`config.mk`:
```
export PLATFORM = sky130hd
export DESIGN_NAME = monostable_pulse_spacer
export DESIGN_NICKNAME = d
export VERILOG_FILES = /design/src/rtl/sd_pulse_pkg.sv /design/src/rtl/gap_counter.sv /design/src/rtl/monostable_pulse_spacer.sv
export SDC_FILE = /design/constraint.sdc
export NUM_CORES = 1
export LEC_CHECK = 0
export ABC_AREA = 1
export BUFFER_PORTS_ARGS = -buffer_cell sky130_fd_sc_hd__clkbuf_2
export CORE_MARGIN = 4
export CORE_UTILIZATION = 50
export CTS_BUF_LIST = sky130_fd_sc_hd__clkbuf_2
export CTS_CLUSTER_SIZE = 16
export DETAILED_ROUTE_END_ITERATION = 8
export PLACE_DENSITY = 0.7
export SYNTH_ARGS = -nofsm -noshare
export SYNTH_HDL_FRONTEND = slang
export SYNTH_HIERARCHICAL = 1
export SYNTH_SLANG_ARGS = --single-unit
```
`constraint.sdc`:
```
create_clock -name clk -period 2.6 [get_ports clk]
set_input_delay 0.52 -clock clk [delete_from_list [all_inputs] [get_ports clk]]
set_output_delay 0.52 -clock clk [all_outputs]
set_load 0.005 [all_outputs]
```
`src/rtl/sd_pulse_pkg.sv`:
```
`default_nettype none
`timescale 1ns/1ps
// +--------------------------------------------------------------------------+
// | sd_pulse_pkg : shared types and constants for the pulse spacer/crossing   |
// | Rev 1.0                                                                   |
// +--------------------------------------------------------------------------+
package sd_pulse_pkg;

    typedef enum logic [1:0] {
        IDLE  = 2'd0,
        PULSE = 2'd1,
        GAP   = 2'd2
    } pulse_state_t;

    // 50 MHz -> 4.98 MHz with 3 destination cycles of margin
    localparam int C_DEFAULT_GAP_CYCLES = 32;

endpackage : sd_pulse_pkg
`default_nettype wire

```
`src/rtl/gap_counter.sv`:
```
`default_nettype none
`timescale 1ns/1ps
// +--------------------------------------------------------------------------+
// | gap_counter : loadable down-counter with zero flag, holds at zero         |
// | Rev 1.0                                                                   |
// +--------------------------------------------------------------------------+
module gap_counter #(
    parameter int W = 3
) (
    input  logic         clk,
    input  logic         rst_n,
    input  logic         i_load,
    input  logic [W-1:0] i_load_val,
    input  logic         i_dec,
    output logic         o_zero
);

    logic [W-1:0] r_cnt;

    always_ff @(posedge clk) begin
        if (!rst_n) begin
            r_cnt <= '0;
        end else if (i_load) begin
            r_cnt <= i_load_val;
        end else if (i_dec && (r_cnt != '0)) begin
            r_cnt <= r_cnt - 1'b1;
        end
    end

    assign o_zero = (r_cnt == '0);

endmodule : gap_counter
`default_nettype wire

```
`src/rtl/monostable_pulse_spacer.sv`:
```
`default_nettype none
`timescale 1ns/1ps
// +--------------------------------------------------------------------------+
// | monostable_pulse_spacer : paces dense event strobes into 1-cycle pulses   |
// | separated by GAP_CYCLES low cycles, with a saturating pending queue.      |
// | Rev 1.0                                                                   |
// +--------------------------------------------------------------------------+
module monostable_pulse_spacer
    import sd_pulse_pkg::*;
#(
    parameter int GAP_CYCLES = C_DEFAULT_GAP_CYCLES,
    parameter int CNT_W      = 4
) (
    input  logic             clk,
    input  logic             rst_n,
    input  logic             i_in,
    input  logic             i_clr_ovf,
    output logic             o_out,
    output logic             o_busy,
    output logic [CNT_W-1:0] o_pending,
    output logic             o_overflow
);

    localparam int               C_GAP_W    = $clog2(GAP_CYCLES + 1);
    localparam logic [C_GAP_W-1:0] C_GAP_LOAD = C_GAP_W'(GAP_CYCLES - 1);
    localparam logic [CNT_W-1:0] C_PEND_MAX = '1;

    pulse_state_t     r_state;
    pulse_state_t     w_next;
    logic [CNT_W-1:0] r_pending;
    logic [CNT_W-1:0] w_pend_next;
    logic             r_out;
    logic             r_busy;
    logic             r_ovf;
    logic             w_req;
    logic             w_issue;
    logic             w_drop;
    logic             w_gap_zero;

    gap_counter #(
        .W (C_GAP_W)
    ) u_gap_counter (
        .clk        (clk),
        .rst_n      (rst_n),
        .i_load     (r_state == PULSE),
        .i_load_val (C_GAP_LOAD),
        .i_dec      (r_state == GAP),
        .o_zero     (w_gap_zero)
    );

    assign w_req = i_in | (r_pending != '0);

    always_comb begin
        w_next = r_state;
        case (r_state)
            IDLE:    w_next = w_req ? PULSE : IDLE;
            PULSE:   w_next = GAP;
            GAP:     if (w_gap_zero) w_next = w_req ? PULSE : IDLE;
            default: w_next = IDLE;
        endcase
    end

    assign w_issue = (w_next == PULSE);

    // An issue consumes the live strobe first, so only a lone side moves the queue
    always_comb begin
        w_pend_next = r_pending;
        w_drop      = 1'b0;
        if (i_in && !w_issue) begin
            if (r_pending == C_PEND_MAX) begin
                w_drop = 1'b1;
            end else begin
                w_pend_next = r_pending + 1'b1;
            end
        end else if (!i_in && w_issue && (r_pending != '0)) begin
            w_pend_next = r_pending - 1'b1;
        end
    end

    always_ff @(posedge clk) begin
        if (!rst_n) begin
            r_state   <= IDLE;
            r_pending <= '0;
            r_out     <= 1'b0;
            r_busy    <= 1'b0;
            r_ovf     <= 1'b0;
        end else begin
            r_state   <= w_next;
            r_pending <= w_pend_next;
            r_out     <= w_issue;
            r_busy    <= (w_next != IDLE);
            if (w_drop) begin
                r_ovf <= 1'b1;
            end else if (i_clr_ovf) begin
                r_ovf <= 1'b0;
            end
        end
    end

    assign o_out      = r_out;
    assign o_busy     = r_busy;
    assign o_pending  = r_pending;
    assign o_overflow = r_ovf;

endmodule : monostable_pulse_spacer
`default_nettype wire

```
==> results of run 1 <==
==> cells in the final DEF, fill, tap and decap left out <==
| cell | n |
|---|---|
| nand3b_1 | 1 |
| a21oi_4 | 1 |
| nand3_1 | 8 |
| o21ai_0 | 5 |
| fa_1 | 1 |
| dfxtp_1 | 15 |
| inv_2 | 1 |
| a31o_2 | 1 |
| xnor2_1 | 1 |
| clkbuf_2 | 13 |
| nor2_1 | 20 |
| nor2_2 | 1 |
| clkinv_2 | 1 |
| xor2_1 | 1 |
| nand3_2 | 2 |
| ha_1 | 4 |
| nand2_1 | 39 |
| a21oi_1 | 11 |
| nand4_1 | 2 |
| conb_1 | 6 |
| o21ai_1 | 1 |
| nand2_2 | 4 |
| o221ai_1 | 1 |
| inv_1 | 20 |
| buf_4 | 1 |
==> cell families (layout without fill, tap and decap cells) <==
family,count (synthesis),after routing,synth area share
AO/OA/AOI/OAI,20,20,0.128
XOR/XNOR,2,2,0.0188
adder cells (fa/ha/maj),5,5,0.0753
buffers and inverters,22,36,0.0900
flip-flops,15,15,0.323
other,2,6,0.00807
AND/OR/NAND/NOR,77,77,0.358
==> Yosys cell counts, drive strengths merged (2+ instances only) <==
library cell,count,area (sq um)
conb,2,7.51
ha,4,50.1
nand4,2,12.5
nor2,21,81.3
a21oi,12,71.3
nand3,10,60.1
dfxtp,15,300
inv,21,78.8
nand2,43,171
o21ai,6,30.0
==> how the worst max path moves through the flow <==
stage | slack, ns | start | to
floorplan | 0.61 | u_gap_counter/r_cnt[0] | o_pending[3]
global placement | 0.50 | u_gap_counter/r_cnt[0] | o_pending[3]
detailed placement | 0.42 | u_gap_counter/r_cnt[0] | o_pending[3]
CTS | 0.38 | u_gap_counter/r_cnt[0] | o_pending[3]
global route | 0.15 | u_gap_counter/r_cnt[0] | o_pending[3]
finish | 0.38 | u_gap_counter/r_cnt[0] | o_pending[3]
==> layer usage <==
| metal | vias up | global-route usage | share of wire |
|---|---|---|---|
| met4 | 0 | 0.0807 | 0.0095 |
| met3 | 2 | 0.0525 | 0.022 |
| met2 | 6 | 0.260 | 0.49 |
| met1 | 386 | 0.192 | 0.48 |
| li1 | 476 | - | - |
| met5 | - | 0 | 0 |
==> state kept, by name (all words and copies together), names as in the netlist <==
register             flops
o_overflow               1
o_pending                4
u_gap_counter/r_cnt      6
r_state                  2
o_busy                   1
o_out                    1
==> critical path, stage by stage (launching register included) <==
cell	delay (ns)
dfxtp_1	0.37
inv_1	0.10
ha_1	0.22
nand3_2	0.11
inv_1	0.06
inv_1	0.09
nand2_2	0.07
nand2_2	0.07
nand2_1	0.12
ha_1	0.36
nand3_1	0.11
inv_1	0.08
nor2_1	0.04
nand2_1	0.08
nand2_1	0.05
nor2_1	0.10
nor2_1	0.04
nor2_1	0.09
==> final cells by class <==
cell class | instances | area (sq um) | share of cell area
flip-flops and latches | 15 | 300 | 0.286
multi-input cells | 110 | 562 | 0.535
repair buffers | 11 | 57.6 | 0.0548
clock buffers | 3 | 15.0 | 0.0143
clock inverters | 1 | 5.00 | 0.00477
well taps | 25 | 31.3 | 0.0298
inverters | 21 | 78.8 | 0.0751
==> metrics by stage <==
step / instances / util / cell area [sq um] / setup slack, ns
6_report: 186 / 0.601 / 1050 / 0.378
5_1_grt: 186 / 0.601 / 1050 / 0.148
4_1_cts: 186 / 0.601 / 1050 / 0.385
3_5_place_dp: 182 / 0.590 / 1030 / 0.416
3_3_place_gp: 182 / 0.590 / 1030 / 0.499
2_1_floorplan: 147 / - / 946 / 0.608
==> power groups by stage <==
stage | sequential (mW) | combinational [mW] | clock [mW]
global placement | 0.427 | 0.838 | 0
global route | 0.441 | 0.991 | 0.134
detailed placement | 0.430 | 0.853 | 0
floorplan | 0.411 | 0.685 | 0
finish | 0.424 | 0.855 | 0.107
CTS | 0.424 | 0.859 | 0.115
==> metrics.yaml, run 1 <==
status: "completed"
report.final.slew_viol_count: 0
hold_viol_final: 0
grt_max_degree: 14
cts_tree: "yes"
antenna_cells: 0
antenna_found_initial: 0
drive_gt1_frac: 0.155
postCtsSetupBuffers: 0
p_total_mw: 1.39
ys_warn_count: 6
die_h_um: 51.2
routed_wl_mm: 1.80
hold_path_depth: 4
cts_root_buffer: "clkbuf_2"
core_sq_mm: 0.00175
synthArstFlopShare: 0
finalClockSkew_ns: 0.0124
critPathKind: "reg -> reg"
worst_r2r_path_depth: 17
peakVddDrop_uv: 619
crit_fanout: 6
seq_power_share: 0.306
die_area_sq_mm: 0.00262
fmax_mhz: 450
p_sw_mw: 0.689
fp-row-count: 15
area_growth_pct: 12.8
ys_seq_area_frac: 0.323
path_clk_slew_ns: 0.15
swShare: 0.497
vias_per_cell: 4.68
die_x_um: 51.2
wl_per_cell_um: 9.66
synth_cell_types: 23
port_buffers: 10
comb_power_share: 0.617
dp.final_hpwl_mm: 1.39
regToRegEndpoint: "o_pending[3]"
h-tree-depth: 1
syn_area_per_cell_sq_um: 6.51
synth_ff_type: "dfxtp_1"
p_int_mw: 0.698
routabilityCongestion: 0.851
grt_pass1_vias: 746
period_minus_slack_ns: 2.22
grt_remaining_overflow: 0
route.vias.total: 870
r2r_slack_ns: 0.38
grt_usage: 0.162
worst_hold_path.endpoint: "o_overflow"
cts_buffers: 3
syn_inst: 143
synth-edff-count: 0
drc: 0
end_kind: "register"
cp-start-kind: "register"
ys_seq_elements: 15
fin_nets: 171
drt-pass1-iter-count: 2
power_density_mw_per_mm2: 1320
finalSetupTns_ns: 0
setup_violations: 0
drv_cap: 0
timing.final.crit_share: 0.855
cts_resized: 0
min_path_type: "in -> reg"
crit_arrival_ns: 2.44
cellLeakagePower_nw: 0.546
drtAntennaViolNets: 0
clkSinkCount: 15
critPathRequiredTime_ns: 2.82
dr.first_iter.drc_count: 3
num_io_pins: 11
min_from: "i_clr_ovf"
clockBufferDepth: 2
p_clk_frac: 0.077
grt_pass1_wl_mm: 3.16
rr_startpoint: "u_gap_counter/r_cnt[0]"
initial_core_util: 0.533
fill_cells: 180
holdBufCountCts: 0
syn_area_sq_um: 931
worst_hold_slack_ns: 0.473
clk-insertion-delay-late_ns: 0.28
rsz0062_at_grt: "no"
Note: power is estimated with default switching activity, not from simulation.
==> run 2, diff against run 1 <==
--- a/config.mk
+++ b/config.mk
@@ -5,12 +5,10 @@
 export SDC_FILE = /design/constraint.sdc
 export NUM_CORES = 1
 export LEC_CHECK = 0
-export ABC_AREA = 1
 export BUFFER_PORTS_ARGS = -buffer_cell sky130_fd_sc_hd__clkbuf_2
 export CORE_MARGIN = 4
 export CORE_UTILIZATION = 50
 export CTS_BUF_LIST = sky130_fd_sc_hd__clkbuf_2
-export CTS_CLUSTER_SIZE = 16
 export DETAILED_ROUTE_END_ITERATION = 8
 export PLACE_DENSITY = 0.7
 export SYNTH_ARGS = -nofsm -noshare
==> run 2 against run 1 <==
Synthesized area decreased by 7.8%. First-iteration DRC count decreased by 33%. Sequential share of layout area increased by 1.8 points. Die area decreased by 6.6%. Count of clock-buffer cells in the layout increased by 1. Non-clock buffer count increased by 2. Via count decreased by 23%. Power increased by 0.19%. Final cell count decreased by 32%. Hold slack improved by 0.028 ns. Cell area decreased by 6.0%. Critical endpoint unchanged.
==> metrics.yaml, run 2 <==
grt_max_degree: 12  # was 14
p_total_mw: 1.39  # about the same
rsz0062_at_grt: "no"  # unchanged
netlist_top_cells_count: "dfxtp_1 (15), a21oi_1 (12), nor2_1 (8)"  # was nand2_1 (39), inv_1 (20), nor2_1 (20)
crit_chain: "inv_1 > ha_2 > or4b_4 > nor2_4 > nor2b_4 > o21ai_2 > ha_1 > a21o_1 > a21oi_1 > xnor2_1 > nand2_1 > mux2i_1"  # was inv_1 > ha_1 > nand3_2 > inv_1 > inv_1 > nand2_2 > nand2_2 > nand2_1 > ha_1 > nand3_1 > inv_1 > nor2_1 > nand2_1 > nand2_1 > nor2_1 > nor2_1 > nor2_1
ys_seq_area_frac: 0.350  # was 0.323
initial_core_util: 0.551  # was 0.533
yosysTopAreaCell: "dfxtp_1"  # unchanged
crit_path_start: "u_gap_counter/r_cnt[0]"  # unchanged
synth_top_area_frac: 0.350  # was 0.323
clockBufferDepth: 2  # unchanged
routabilityCongestion: 0.771  # was 0.851
largest_register_ffs: 6  # unchanged
cp-start-kind: "register"  # unchanged
antenna_found_initial: 0  # unchanged
critPathRequiredTime_ns: 2.80  # was 2.82 ns
path_clk_slew_ns: 0.14  # was 0.15 ns
synth_cell_types: 34  # was 23
status: "completed"  # unchanged
final_cell_mix: "dfxtp_1 (15), clkbuf_2 (14), a21oi_1 (12)"  # was nand2_1 (39), inv_1 (20), nor2_1 (20)
setup_violations: 0  # unchanged
drive_gt1_frac: 0.273  # was 0.155
grt_remaining_overflow: 0  # unchanged
min_path_type: "in -> reg"  # unchanged
drv_cap: 0  # unchanged
drc: 0  # unchanged
top_register: "u_gap_counter/r_cnt"  # unchanged
min_from: "i_clr_ovf"  # unchanged
h-tree-depth: 1  # unchanged
grt_util_met3: 0.0183  # was 0.0525
routed_wl_mm: 1.55  # was 1.80 mm
dp.final_hpwl_mm: 1.19  # was 1.39 mm
syn_area_per_cell_sq_um: 9.54  # was 6.51 sq um
route.vias.total: 669  # was 870
power_density_mw_per_mm2: 1410  # was 1320 mW/mm^2
num_io_pins: 11  # unchanged
vias_per_cell: 5.31  # was 4.68
fmax_mhz: 405  # was 450 MHz
relSlewSlack: 0.671
core_sq_mm: 0.00156  # was 0.00175 sq mm
rr_startpoint: "u_gap_counter/r_cnt[0]"  # unchanged
drt-pass1-iter-count: 2  # unchanged
use_met1: 0.170  # was 0.192
finalSetupTns_ns: 0  # unchanged
slowest_stage: "or4b_4"  # was dfxtp_1
die_area_sq_mm: 0.00244  # was 0.00262 sq mm
cp_slowest_stage_delay_ns: 0.49  # was 0.37 ns
dr.first_iter.drc_count: 2  # was 3
drtAntennaViolNets: 0  # unchanged
cts_root_buffer: "clkbuf_2"  # unchanged
place_ws_ns: 0.0519  # was 0.416 ns
synth-edff-count: 0  # unchanged
antenna_cells: 0  # unchanged
crit_fanout: 3  # was 6
peakVddDrop_uv: 871  # was 619 uV
fin_nets: 120  # was 171
period_minus_slack_ns: 2.47  # was 2.22 ns
grt_usage: 0.144  # was 0.162
synthArstFlopShare: 0  # unchanged
clk-insertion-delay-late_ns: 0.29  # was 0.28 ns
holdBufCountCts: 0  # unchanged
worst_slew_pin_slew_ns: 0.486
synth_ff_type: "dfxtp_1"  # unchanged
hold_viol_final: 0  # unchanged
ys_seq_elements: 15  # unchanged
cts_buffers: 3  # unchanged
cellLeakagePower_nw: 0.417  # was 0.546 nW
port_buffers: 10  # unchanged
die_h_um: 49.4  # was 51.2 um
clkSinkCount: 15  # unchanged
mostFrequentLayoutCell: "dfxtp_1"  # was nand2_1
area_growth_pct: 15.0  # was 12.8%
cts_tree: "yes"  # unchanged
worst_slack_ns: 0.134  # was 0.378 ns
report.final.slew_viol_count: 0  # unchanged
end_kind: "register"  # unchanged
syn_inst: 90  # was 143
die_x_um: 49.4  # was 51.2 um
syn_area_sq_um: 858  # was 931 sq um
wl_per_cell_um: 12.3  # was 9.66 um
crit_buf_inv: 1  # was 4
critPathKind: "reg -> reg"  # unchanged
crit_family: "simple AND/OR/NAND/NOR gates"  # unchanged
busiest_layer: "met2"  # unchanged
finalClockSkew_ns: 0.00211  # was 0.0124 ns
timing.final.crit_share: 0.949  # was 0.855
crit_arrival_ns: 2.67  # was 2.44 ns
fill_cells: 131  # was 180
grt_pass1_wl_mm: 2.77  # was 3.16 mm
fp-row-count: 14  # was 15
grt_pass1_vias: 646  # was 746
synth.area.top_cells: "dfxtp_1 (35%), a21oi_1 (7.0%), ha_1 (5.8%), xnor2_1 (5.1%), mux2i_1 (3.5%)"  # was dfxtp_1 (32%), nand2_1 (16%), inv_1 (8.1%), nor2_1 (8.1%), a21oi_1 (5.9%)
met2_usage: 0.241  # was 0.260
ys_warn_count: 6  # unchanged
synth.most_common_cell: "dfxtp_1"  # was nand2_1
-- run 2: changes by cell type after synthesis, moves of 2 or more --
| cell | before | now |
|---|---|---|
| nand2_2 | 4 | 0 |
| nor2_1 | 20 | 8 |
| nand3_1 | 8 | 0 |
| xnor2_1 | 1 | 5 |
| mux2i_1 | 0 | 3 |
| or4b_4 | 0 | 2 |
| nand3_2 | 2 | 0 |
| inv_1 | 20 | 7 |
| nand2_1 | 39 | 3 |
-- run 2: layout make-up --
cell class	count	area, sq um	share of cell area
Multi-Input combinational cell	70	544	0.551
Tap cell	16	20.0	0.0203
Clock buffer	4	20.0	0.0203
Sequential cell	15	300	0.304
Timing Repair Buffer	13	72.6	0.0735
Inverter	8	30.0	0.0304
-- run 2: report_power, final --
part / total [mW] / internal (mW) / switching [mW]
logic: 0.786 / 0.409 / 0.377
registers: 0.488 / 0.336 / 0.152
clock network: 0.115 / 0.0408 / 0.0743
total: 1.39 / 0.785 / 0.604
-- run 2: cells by family (layout without fill, tap and decap cells) --
group	count (synthesis)	in the layout	synth area share
AOI/OAI and AO/OA	26	26	0.216
xor gates and xnor gates	5	5	0.0510
adders and majority gates	5	5	0.0816
buffers and inverters	9	25	0.0496
DFF	15	15	0.350
muxes	4	4	0.0481
other	2	6	0.00875
and+or+nand+nor	24	24	0.195
-- run 2: what timing repair did --
action	in CTS	in global routing
gates resized for setup	0	3
setup buffers	0	1
endpoints found under the setup margin	0	1
-- run 2: per-stage QoR --
step	instances	utilization	hold slack, ns	instance area [sq um]
4_1_cts	125	0.622	0.506	970
3_3_place_gp	121	0.609	0.472	950
2_1_floorplan	94	-	0.479	877
3_5_place_dp	121	0.609	0.484	950
6_report	126	0.633	0.501	987
5_1_grt	126	0.633	0.524	987
-- run 2: worst paths after layout --
path	endpoint	slack, ns	cells past startpoint
min	o_overflow	0.50	4
max	o_pending[3]	0.13	12
min reg2reg	o_overflow	0.51	2
max reg2reg	o_pending[3]	0.13	12
-- run 2: routing by layer --
metal  routed length [um]  part of all wire
met1                  712              0.46
met2                  755              0.49
met3                   38             0.025
met4                   42             0.027
met5                    0                 0
-- run 2: worst min-delay path, cell delays in order --
cell and delay (ns):
clkbuf_2 0.08, inv_1 0.04, a21oi_1 0.05, nor2_1 0.07
==> run 3, diff against run 2 <==
--- a/config.mk
+++ b/config.mk
@@ -11,6 +11,7 @@
 export CTS_BUF_LIST = sky130_fd_sc_hd__clkbuf_2
 export DETAILED_ROUTE_END_ITERATION = 8
 export PLACE_DENSITY = 0.7
+export RECOVER_POWER = 50
 export SYNTH_ARGS = -nofsm -noshare
 export SYNTH_HDL_FRONTEND = slang
 export SYNTH_HIERARCHICAL = 1
==> run 3 against run 2 <==
Cell area fell by 0.89%. Clock skew hardly changed. Sequential share of layout area increased by 0.27 points. Die area did not move.
==> metrics.yaml, run 3 (synthesized netlist as in run 2, its figures left out) <==
holdBufCountCts: 0  # unchanged
crit_chain: "inv_1 > ha_1 > or4b_4 > nor2_4 > nor2b_4 > o21ai_2 > ha_1 > a21o_1 > a21oi_1 > xnor2_1 > nand2_1 > mux2i_1"  # was inv_1 > ha_2 > or4b_4 > nor2_4 > nor2b_4 > o21ai_2 > ha_1 > a21o_1 > a21oi_1 > xnor2_1 > nand2_1 > mux2i_1
dp.final_hpwl_mm: 1.19  # unchanged
mostFrequentLayoutCell: "dfxtp_1"  # unchanged
min_path_type: "in -> reg"  # unchanged
die_h_um: 49.4  # unchanged
path_common_cell: "ha_1"
timing.final.crit_share: 0.948  # was 0.949
core_sq_mm: 0.00156  # unchanged
finalClockSkew_ns: 0.00211  # about the same
path_clk_slew_ns: 0.14  # about the same
power_density_mw_per_mm2: 1410  # about the same
clk-insertion-delay-late_ns: 0.29  # about the same
dr.first_iter.drc_count: 2  # unchanged
setup_violations: 0  # unchanged
cts_buffers: 3  # unchanged
instances_no_fill: 126  # unchanged
grt_max_degree: 12  # unchanged
vias_per_cell: 5.31  # unchanged
cp-start-kind: "register"  # unchanged
die_area_sq_mm: 0.00244  # unchanged
worst_hold_slack_ns: 0.501  # about the same
fmax_mhz: 406  # was 405 MHz
grt_remaining_overflow: 0  # unchanged
top_register: "u_gap_counter/r_cnt"  # unchanged
num_io_pins: 11  # unchanged
routabilityCongestion: 0.771  # unchanged
wl_per_cell_um: 12.2  # was 12.3 um
hold_path_depth: 4  # unchanged
grt_pass1_vias: 646  # unchanged
crit_arrival_ns: 2.67  # about the same
critPathRequiredTime_ns: 2.80  # about the same
drive_gt1_frac: 0.218  # was 0.273
routed_wl_mm: 1.54  # was 1.55 mm
status: "completed"  # unchanged
drtAntennaViolNets: 0  # unchanged
peakVddDrop_uv: 864  # was 871 uV
grt_pass1_wl_mm: 2.77  # unchanged
fp-row-count: 14  # unchanged
worst_r2r_path_depth: 12  # unchanged
report.final.slew_viol_count: 0  # unchanged
drv_cap: 0  # unchanged
drt-pass1-iter-count: 2  # unchanged
route.vias.total: 669  # unchanged
cp_slowest_stage_delay_ns: 0.50  # was 0.49 ns
crit_fanout: 3  # unchanged
dp_cells: 121  # unchanged
h-tree-depth: 1  # unchanged
clkSinkCount: 15  # unchanged
initial_core_util: 0.551  # unchanged
antenna_found_initial: 0  # unchanged
end_kind: "register"  # unchanged
largest_register_ffs: 6  # unchanged
relSlewSlack: 0.671  # about the same
critPathKind: "reg -> reg"  # unchanged
fin_util: 0.628  # was 0.633
rsz0062_at_grt: "no"  # unchanged
slowest_stage: "or4b_4"  # unchanged
port_buffers: 10  # unchanged
antenna_cells: 0  # unchanged
clockBufferDepth: 2  # unchanged
fin_nets: 120  # unchanged
cts_tree: "yes"  # unchanged
hold_viol_final: 0  # unchanged
fill_cells: 136  # was 131
grt_usage: 0.144  # unchanged
cellLeakagePower_nw: 0.406  # was 0.417 nW
final_cell_mix: "dfxtp_1 (15), a21oi_1 (12), clkbuf_2 (10)"  # was dfxtp_1 (15), clkbuf_2 (14), a21oi_1 (12)
worst_slew_pin_slew_ns: 0.487  # was 0.486 ns
finalSetupTns_ns: 0  # unchanged
p_total_mw: 1.38  # was 1.39 mW
die_x_um: 49.4  # unchanged
area_growth_pct: 14.0  # was 15.0%
drc: 0  # unchanged
cts_root_buffer: "clkbuf_2"  # unchanged
period_minus_slack_ns: 2.47  # about the same
-- run 3: cell types whose count changed in the layout (fill, tap and decap cells not counted) --
cell / before / now
and2b_1: 0 / 1
clkbuf_1: 0 / 4
clkbuf_2: 14 / 10
ha_1: 3 / 4
and2b_2: 1 / 0
ha_2: 1 / 0
-- run 3: cell type report --
type	instances	area (sq um)	share of cell area
Multi-Input combinational cell	70	541	0.552
Sequential cell	15	300	0.307
Timing Repair Buffer	13	67.6	0.0691
Inverter	8	30.0	0.0307
Clock buffer	4	20.0	0.0205
Tap cell	16	20.0	0.0205
-- run 3: worst max-delay path: cells and delay by family (launching register included) --
| family | cells | cell delay (ns) |
|---|---|---|
| and+or+nand+nor | 4 | 0.76 |
| adders and majority gates | 2 | 0.44 |
| xor gates and xnor gates | 1 | 0.13 |
| buffers and inverters | 1 | 0.11 |
| DFF | 1 | 0.33 |
| muxes | 1 | 0.14 |
| AOI/OAI and AO/OA | 3 | 0.46 |
-- run 3: worst paths after layout --
path                                from            to  slack, ns
setup / recovery  u_gap_counter/r_cnt[0]  o_pending[3]       0.13
hold / removal                 i_clr_ovf    o_overflow       0.50
setup reg to reg  u_gap_counter/r_cnt[0]  o_pending[3]       0.13
hold reg to reg               o_overflow    o_overflow       0.51
-- run 3: stage by stage --
step	cell area (sq um)	setup WS, ns
2_1_floorplan	877	0.0551
3_3_place_gp	950	0.123
3_5_place_dp	950	0.0519
4_1_cts	970	0.0176
5_1_grt	978	0.0112
6_report	978	0.135
-- run 3: report_power, final --
| group | switching [mW] | total, mW | internal [mW] |
|---|---|---|---|
| Combinational | 0.376 | 0.774 | 0.398 |
| Sequential | 0.151 | 0.487 | 0.336 |
| Clock | 0.0743 | 0.115 | 0.0408 |
-- run 3: routing by layer --
layer | part of all wire | routed length, um | up-vias | track usage
met5 | 0 | 0 | - | 0
met1 | 0.46 | 705 | 303 | 0.170
met4 | 0.027 | 42 | 0 | 0.0968
met3 | 0.027 | 41 | 6 | 0.0183
met2 | 0.49 | 754 | 10 | 0.241
li1 | - | - | 350 | -
-- run 3: timing repair --
action	in CTS	in global routing
setup endpoints to repair	0	1
gates resized for setup	0	3
setup buffers	0	1
